<file path="src/rtl/steed_pkg.sv">
// rtl/steed_pkg.sv - shared types and constants for the steed command engine
// Contents: FSM state enum, ATA opcodes, Status/Error/Device Control bit indices.
package steed_pkg;

  typedef enum logic [3:0] {
    ST_IDLE,
    ST_DECODE,
    ST_RD_MEDIA,
    ST_RD_XFER,
    ST_WR_XFER,
    ST_WR_MEDIA,
    ST_DONE,
    ST_ABORT,
    ST_ERROR
  } steed_state_e;

  localparam logic [7:0] OP_READ_SECTORS  = 8'h20;
  localparam logic [7:0] OP_WRITE_SECTORS = 8'h30;
  localparam logic [7:0] OP_IDENTIFY      = 8'hEC;

  // Status register bit indices
  localparam int STS_BSY  = 7;
  localparam int STS_DRDY = 6;
  localparam int STS_DF   = 5;
  localparam int STS_DSC  = 4;
  localparam int STS_DRQ  = 3;
  localparam int STS_CORR = 2;
  localparam int STS_IDX  = 1;
  localparam int STS_ERR  = 0;

  // Error register bit indices
  localparam int ERR_UNC  = 6;
  localparam int ERR_ABRT = 2;

  // Device Control bit indices
  localparam int DC_SRST  = 2;
  localparam int DC_NIEN  = 1;

  localparam logic [7:0] STATUS_IDLE = 8'h50;  // DRDY | DSC
  localparam logic [7:0] STATUS_SRST = 8'h80;  // BSY only, held during soft reset

endpackage

</file>
<file path="src/rtl/steed_tgl_sync.sv">
// rtl/steed_tgl_sync.sv - toggle synchroniser with change detect
// Ports: clk, rst_n (async, active-low); tgl = toggle from a foreign strobe domain;
// change = one-cycle high whenever the synchronised toggle differs from its last value.
module steed_tgl_sync #(
  parameter int SYNC_STAGES = 2
) (
  input  logic clk,
  input  logic rst_n,
  input  logic tgl,
  output logic change
);

  logic [SYNC_STAGES-1:0] sync_q;
  logic                   prev_q;

  // Not cleared by soft reset: the chain tracks the external toggle level, so
  // wiping it would manufacture a phantom edge when SRST is released.
  always_ff @(posedge clk or negedge rst_n) begin
    if (!rst_n) begin
      sync_q <= '0;
      prev_q <= 1'b0;
    end else begin
      sync_q <= {sync_q[SYNC_STAGES-2:0], tgl};
      prev_q <= sync_q[SYNC_STAGES-1];
    end
  end

  assign change = sync_q[SYNC_STAGES-1] ^ prev_q;

endmodule

</file>
<file path="src/rtl/steed_cmd_fsm.sv">
// rtl/steed_cmd_fsm.sv - ATA command execution engine (PIO read/write sequencing)
// Ports: clk, rst_n (async, active-low); reg_cmdin_tgl/rd_status = foreign-domain toggles;
// reg_command/reg_sector_count/reg_lba/reg_dev_control = task file; xfer_word = host word strobe;
// media_req/media_wr/media_lba/media_ack/media_err = back-end sector handshake;
// reg_status/reg_error = Status/Error bytes; steed_intrq = host interrupt.
// Build option: STEED_IDENTIFY_EN enables opcode 0xEC (IDENTIFY) on the read path.
module steed_cmd_fsm #(
  parameter int WORDS_PER_SECTOR = 256,
  parameter int SYNC_STAGES      = 2
) (
  input  logic        clk,
  input  logic        rst_n,
  input  logic        reg_cmdin_tgl,
  input  logic        rd_status,
  input  logic [7:0]  reg_command,
  input  logic [7:0]  reg_sector_count,
  input  logic [27:0] reg_lba,
  input  logic [7:0]  reg_dev_control,
  input  logic        xfer_word,
  input  logic        media_ack,
  input  logic        media_err,
  output logic        media_req,
  output logic        media_wr,
  output logic [27:0] media_lba,
  output logic [7:0]  reg_status,
  output logic [7:0]  reg_error,
  output logic        steed_intrq
);

  import steed_pkg::*;

  localparam int WCW = $clog2(WORDS_PER_SECTOR);

  steed_state_e   state;
  logic [7:0]     opcode_q;
  logic [8:0]     remaining;   // 1..256 sectors left, including the current one
  logic [WCW-1:0] word_cnt;
  logic           intr_pend;
  logic           cmd_new;
  logic           rd_new;
  logic           last_word;
  logic           more_sectors;
  logic           unused_dev_control;

  steed_tgl_sync #(.SYNC_STAGES(SYNC_STAGES)) u_cmd_sync (
    .clk    (clk),
    .rst_n  (rst_n),
    .tgl    (reg_cmdin_tgl),
    .change (cmd_new)
  );

  steed_tgl_sync #(.SYNC_STAGES(SYNC_STAGES)) u_rd_sync (
    .clk    (clk),
    .rst_n  (rst_n),
    .tgl    (rd_status),
    .change (rd_new)
  );

  assign last_word          = xfer_word && (word_cnt == WCW'(WORDS_PER_SECTOR - 1));
  assign more_sectors       = (remaining > 9'd1);
  assign unused_dev_control = ^{reg_dev_control[7:3], reg_dev_control[0]};

  always_ff @(posedge clk or negedge rst_n) begin
    if (!rst_n) begin
      state      <= ST_IDLE;
      opcode_q   <= '0;
      remaining  <= '0;
      word_cnt   <= '0;
      intr_pend  <= 1'b0;
      media_req  <= 1'b0;
      media_wr   <= 1'b0;
      media_lba  <= '0;
      reg_status <= STATUS_IDLE;
      reg_error  <= '0;
    end else if (reg_dev_control[DC_SRST]) begin
      state      <= ST_IDLE;
      opcode_q   <= '0;
      remaining  <= '0;
      word_cnt   <= '0;
      intr_pend  <= 1'b0;
      media_req  <= 1'b0;
      media_wr   <= 1'b0;
      media_lba  <= '0;
      reg_status <= STATUS_SRST;
      reg_error  <= '0;
    end else begin
      // A status read acknowledges the interrupt; a raise in the same cycle wins below.
      if (rd_new) intr_pend <= 1'b0;

      case (state)
        ST_IDLE: begin
          // Re-asserting the ready bits here also restores 8'h50 after a soft reset.
          reg_status[STS_BSY]  <= 1'b0;
          reg_status[STS_DRDY] <= 1'b1;
          reg_status[STS_DSC]  <= 1'b1;
          if (cmd_new) begin
            opcode_q            <= reg_command;
            media_lba           <= reg_lba;
            remaining           <= (reg_sector_count == 8'd0) ? 9'd256 : {1'b0, reg_sector_count};
            word_cnt            <= '0;
            reg_status[STS_BSY] <= 1'b1;
            reg_status[STS_ERR] <= 1'b0;
            reg_error           <= '0;
            intr_pend           <= 1'b0;
            state               <= ST_DECODE;
          end
        end

        ST_DECODE: begin
          case (opcode_q)
            OP_READ_SECTORS: begin
              media_req <= 1'b1;
              media_wr  <= 1'b0;
              state     <= ST_RD_MEDIA;
            end
            OP_WRITE_SECTORS: begin
              reg_status[STS_BSY] <= 1'b0;
              reg_status[STS_DRQ] <= 1'b1;
              state               <= ST_WR_XFER;
            end
`ifdef STEED_IDENTIFY_EN
            OP_IDENTIFY: begin
              // Data comes from the IDENTIFY buffer, so skip the media fetch.
              remaining           <= 9'd1;
              reg_status[STS_BSY] <= 1'b0;
              reg_status[STS_DRQ] <= 1'b1;
              intr_pend           <= 1'b1;
              state               <= ST_RD_XFER;
            end
`endif
            default: state <= ST_ABORT;
          endcase
        end

        ST_RD_MEDIA: begin
          if (media_ack) begin
            media_req <= 1'b0;
            if (media_err) begin
              state <= ST_ERROR;
            end else begin
              reg_status[STS_BSY] <= 1'b0;
              reg_status[STS_DRQ] <= 1'b1;
              intr_pend           <= 1'b1;
              state               <= ST_RD_XFER;
            end
          end
        end

        ST_RD_XFER: begin
          if (xfer_word) begin
            word_cnt <= word_cnt + WCW'(1);
            if (last_word) begin
              word_cnt            <= '0;
              reg_status[STS_DRQ] <= 1'b0;
              reg_status[STS_BSY] <= 1'b1;
              media_lba           <= media_lba + 28'd1;
              remaining           <= remaining - 9'd1;
              if (more_sectors) begin
                media_req <= 1'b1;
                media_wr  <= 1'b0;
                state     <= ST_RD_MEDIA;
              end else begin
                state <= ST_DONE;
              end
            end
          end
        end

        ST_WR_XFER: begin
          if (xfer_word) begin
            word_cnt <= word_cnt + WCW'(1);
            if (last_word) begin
              word_cnt            <= '0;
              reg_status[STS_DRQ] <= 1'b0;
              reg_status[STS_BSY] <= 1'b1;
              media_req           <= 1'b1;
              media_wr            <= 1'b1;
              state               <= ST_WR_MEDIA;
            end
          end
        end

        ST_WR_MEDIA: begin
          if (media_ack) begin
            media_req <= 1'b0;
            media_wr  <= 1'b0;
            if (media_err) begin
              state <= ST_ERROR;
            end else begin
              intr_pend <= 1'b1;
              if (more_sectors) begin
                media_lba           <= media_lba + 28'd1;
                remaining           <= remaining - 9'd1;
                reg_status[STS_BSY] <= 1'b0;
                reg_status[STS_DRQ] <= 1'b1;
                state               <= ST_WR_XFER;
              end else begin
                state <= ST_DONE;
              end
            end
          end
        end

        ST_DONE: begin
          reg_status[STS_BSY] <= 1'b0;
          reg_status[STS_DRQ] <= 1'b0;
          state               <= ST_IDLE;
        end

        ST_ABORT: begin
          reg_status[STS_ERR] <= 1'b1;
          reg_status[STS_BSY] <= 1'b0;
          reg_status[STS_DRQ] <= 1'b0;
          reg_error[ERR_ABRT] <= 1'b1;
          intr_pend           <= 1'b1;
          state               <= ST_IDLE;
        end

        ST_ERROR: begin
          reg_status[STS_ERR] <= 1'b1;
          reg_status[STS_BSY] <= 1'b0;
          reg_status[STS_DRQ] <= 1'b0;
          reg_error[ERR_UNC]  <= 1'b1;
          intr_pend           <= 1'b1;
          state               <= ST_IDLE;
        end

        default: state <= ST_IDLE;
      endcase
    end
  end

  assign steed_intrq = intr_pend & ~reg_dev_control[DC_NIEN];

endmodule
</file>
<file path="config.mk">
export PLATFORM = sky130hd
export DESIGN_NAME = steed_cmd_fsm
export DESIGN_NICKNAME = d
export VERILOG_FILES = /design/src/rtl/steed_pkg.sv /design/src/rtl/steed_tgl_sync.sv /design/src/rtl/steed_cmd_fsm.sv
export SDC_FILE = /design/constraint.sdc
export NUM_CORES = 1
export LEC_CHECK = 0
export ABC_AREA = 1
export CAP_MARGIN = 20
export CORE_MARGIN = 5
export CORE_UTILIZATION = 45
export DETAILED_ROUTE_END_ITERATION = 8
export GPL_TIMING_DRIVEN = 1
export HOLD_SLACK_MARGIN = 0.12
export PLACE_DENSITY = 0.69
export SLEW_MARGIN = 20
export SYNTH_ARGS = -nofsm -noshare
export SYNTH_HDL_FRONTEND = slang
export SYNTH_SLANG_ARGS = --single-unit
export TNS_END_PERCENT = 10
</file>
<file path="constraint.sdc">
create_clock -name clk -period 3.15 [get_ports clk]
set_input_delay 0.945 -clock clk [delete_from_list [all_inputs] [get_ports clk]]
set_output_delay 0.945 -clock clk [all_outputs]
set_load 0.05 [all_outputs]
</file>
# Word level (Yosys, flattened, before mapping)

Index checks and enable logic that the tools add are counted.

Flip-flop bits (word level): 79
Latch bits: 0
Memory bits (writable): 0
Memory bits (read-only): 0
Output and inout port bits: 47
Memories: 0

Add/sub/neg operators: 3
Multiply operators: 0
Divide/modulo/power cells: 0
$lt $le $gt $ge: 1
Equality and inequality tests: 27
Shift operators: 0
Multiplexer cells: 87
Bitwise gates (word level): 4
Reductions and logical operators: 29

Operators with widths:

| kind                                                           | number |
|---|---|
| 2-to-1 mux 28 bit                                              | 7 |
| case mux 28 bit (3 select lines)                               | 1 |
| 2-to-1 mux 9 bit                                               | 8 |
| 2-to-1 mux 8 bit                                               | 8 |
| 2-to-1 mux 4 bit                                               | 10 |
| 2-to-1 mux 1 bit                                               | 35 |
| != test 3 bit (second input constant)                          | 11 |
| adder 28 x 1 -> 28 bit (second input constant)                 | 1 |
| case mux 9 bit (3 select lines)                                | 1 |
| case mux 4 bit (6 select lines)                                | 1 |
| AND reduction 9 bit                                            | 2 |
| equality test 4 x 3 -> 1 bit (second input constant)           | 4 |
| equality test 8 x 6 -> 1 bit (second input constant)           | 2 |
| case mux 8 bit (2 select lines)                                | 1 |
| AND reduction 8 bit                                            | 2 |
| AND reduction 7 bit                                            | 2 |
| nonzero test 3 bit                                             | 4 |
| nonzero test 5 bit                                             | 2 |
| greater-than comparator 9 x 1 -> 1 bit (second input constant) | 1 |
| != test 3 x 1 -> 1 bit (second input constant)                 | 3 |
| subtractor 9 x 1 -> 9 bit (second input constant)              | 1 |
| adder 8 x 1 -> 8 bit (second input constant)                   | 1 |
| equality test 4 x 2 -> 1 bit (second input constant)           | 2 |
| equality test 8 bit (second input constant)                    | 1 |
| 25 further kinds                                               | 40 |

# Longest topological paths before layout

Word-level depth: 6
Mapped depth: 12
Gate-level depth less buffers: 12

# Hierarchy

From an unflattened synthesis, not the netlist that was laid out.

Cell total of the unflattened synthesis: 752
Area, all modules: 4937.2 µm²

By module, submodules not included:

| module         | instances | cells an instance | area an instance (µm²) |
|---|---|---|---|
| steed_cmd_fsm  | 1         | 736               | 4749.6 |
| steed_tgl_sync | 2         | 8                 | 93.8 |

# Worst setup path before layout

No wires, ideal clock.

Path type: input port to output port
Start point: input port reg_dev_control[1]
End point: output port steed_intrq
Arrival time: 1.599 ns
Path slack: 0.606 ns
Stages on the path: 1
Path buffers: 0
Path through: nor2_1

Cells in the longest elaborated chain, start to end: 2

Ends and longest elaborated chain:

| item               | line                 | RTL |
|---|---|---|
| start: declaration | steed_cmd_fsm.sv:18  | `input logic [7:0] reg_dev_control,` |
| inverter 1 bit     | steed_cmd_fsm.sv:233 | `assign steed_intrq = intr_pend & ~reg_dev_control[DC_NIEN];` |
| bitwise AND 1 bit  | steed_cmd_fsm.sv:233 |  |
| end: declaration   | steed_cmd_fsm.sv:27  | `output logic steed_intrq` |

No other way between the ends.

# Worst setup path in the final report

Ends and elaborated chain as after synthesis.

==> qor.yml <==
dieArea_um2: 13100
layout_commonest_cell: "nand2_1"
routabilityCongestion: 0.917
setup-tns-final_ns: 0
die_h_um: 114
hold_depth: 0
setup_viol: 0
whs_ns: 0.353
final_cell_mix: "269 x nand2_1, 88 x clkdlybuf4s50_1, 80 x nor2_1"
synth-edff-count: 0
area_delta_synth_final_pct: 23.9
postRouteAntennaNets: 0
final_cells: 964
postSynth.asyncResetShare: 1.00
fmax_mhz: 374
io_pins: 106
ys_ff_latch: 72
cts-root-buf: "clkbuf_8"
rsz0062_at_grt: "no"
outcome: "finished, final reports clean"
n_antenna_cell: 0
crit_slowest_cell: "clkdlybuf4s50_1"
routedWlPerCell_um: 14.1
grt_max_degree: 44
grt_pass1_vias: 4871
ys_types: 41
irDropWorstVdd_v: 0.000454
finalHoldViolations: 0
min-delay-start: "u_rd_sync.sync_q[0]$_DFF_PN0_"
required_ns: 2.20
wl_um: 13600
initialDrtViolationCount: 417
slew_headroom: 0.502
finalMaxSlewViolations: 0
antenna_found_initial: 0
netlist_instances: 733
first_pass_iters: 5
synth_top_cell_by_area: "dfrtp_1"
fin_crit_ns: 2.67
clkSinkCount: 72
clock_skew_ns: 0.00746
fp-row-count: 38
yosys_warnings: 0
final_nets: 882
cts_buffers: 9
die_w_um: 114
cts_max_level: 3
synthFlopType: "dfrtp_1"
timing.critical_path.cells: "clkdlybuf4s50_1, nor2_1, buf_12"
path_clk_slew_ns: 0.08
num_vias: 4979
design_area_um2: 6070
gr-total-overflow: 0
synth_area_leaders: "dfrtp_1 36%, nand2_1 21%, nor2_1 6.1%, nand3_1 5.6%, o21ai_0 4.9%"
tightest_slew_ns: 0.747
synth_seq_area_share: 0.368
fillerInstances: 1068
rr_startpoint: "state[1]$_DFFE_PN0P_"
syn_area_um2: 4900
viasPerCell: 5.16
cts_tree: "yes"
dp_cells: 948
total_power_mw: 4.78
regToRegSetupSlack_ns: 0.86
arrival_ns: 1.73
hold_path_end: "u_rd_sync.sync_q[1]$_DFF_PN0_"
power_density_nw_per_um2: 788
drc: 0
drive_gt1_frac: 0.0619
clk_latency_ns: 0.37
cp_top_family: "buffers and inverters"
period_share: 0.849
p_leak_nw: 2.77
postCtsSetupBuffers: 0
start_util: 0.456
grt_usage: 0.217
core_um2: 10700
critPathLaunchType: "input port"
critPathMaxFanout: 1
dp_slack_ns: 0.207
syn_avg_cell_area_um2: 6.68
worst_slack_ns: 0.477
clockBufferDepth: 2
min_path_type: "reg2reg"
slowest_delay_ns: 0.40
critical_path_buf_inv_count: 2
critical_path_class: "in2out"
place_area_um2: 5880
hpwl_um: 10200
r2r-end: "media_req$_DFFE_PN0P_"
drv_cap: 0
holdBufCountCts: 0
cts_resized: 0
grt_pass1_wl_um: 22900
port_buffers: 90
end_kind: "output pin"
utilization: 0.565
worstRegToRegCells: 10
yosysTopAreaCellShare: 0.363
[power by group]
group	total (mW)	switching [mW]	internal [mW]
Clock	0.740	0.378	0.362
Sequential	1.51	0.331	1.18
Combinational	2.53	1.72	0.808
Total	4.78	2.43	2.35
[sequential cells by signal, summed over array words and instances (netlist names)]
name and flops:
media_lba 28, u_rd_sync.sync_q 2, reg_error 2, opcode_q 8
u_rd_sync.prev_q 1, u_cmd_sync.prev_q 1, intr_pend 1, media_req 1
reg_status 4, state 4, remaining 9, media_wr 1
word_cnt 8, u_cmd_sync.sync_q 2
[how the worst max path moves through the flow]
stage,startpoint,endpoint,depth (start not counted)
after floorplan,reg_dev_control[1],steed_intrq,1
after global placement,reg_dev_control[2],media_lba[10]$_DFFE_PN0P_,8
after detailed placement,reg_dev_control[2],media_lba[10]$_DFFE_PN0P_,8
after CTS,reg_dev_control[1],steed_intrq,3
after global routing,reg_dev_control[2],media_lba[8]$_DFFE_PN0P_,9
final,reg_dev_control[1],steed_intrq,3
[cell families after synthesis]
logic type,after synthesis,synth area share
AOI/OAI and AO/OA,99,0.116
adders and majority gates,4,0.0102
buffers and inverters,96,0.0933
and+or+nand+nor,446,0.385
other,1,0.000766
DFF,72,0.368
xor gates and xnor gates,15,0.0268
[final cells by class]
class	count	area [µm²]	area share
multi-input cells	573	2670	0.440
inverters	66	250	0.0412
flip-flops and latches	72	1800	0.297
clock buffers	10	128	0.0210
clock inverters	6	60.1	0.00990
well taps	140	175	0.0289
repair buffers	97	983	0.162
[synthesized netlist by cell type, drive strengths merged (6+ instances only)]
| library cell | instances |
|---|---|
| xnor2 | 7 |
| nor2 | 86 |
| nor3 | 9 |
| o21ai | 70 |
| dfrtp | 71 |
| nand2 | 272 |
| clkbuf | 6 |
| a21oi | 10 |
| inv | 65 |
| nand4 | 6 |
| xor2 | 8 |
| nand3b | 11 |
| buf | 24 |
| nand3 | 56 |
[per-layer routing]
layer	global-route usage	share of wire
met4	0.101	0.026
met1	0.289	0.44
met2	0.347	0.46
met3	0.0344	0.065
met5	0	0
Note: power is estimated with default switching activity, not from simulation.
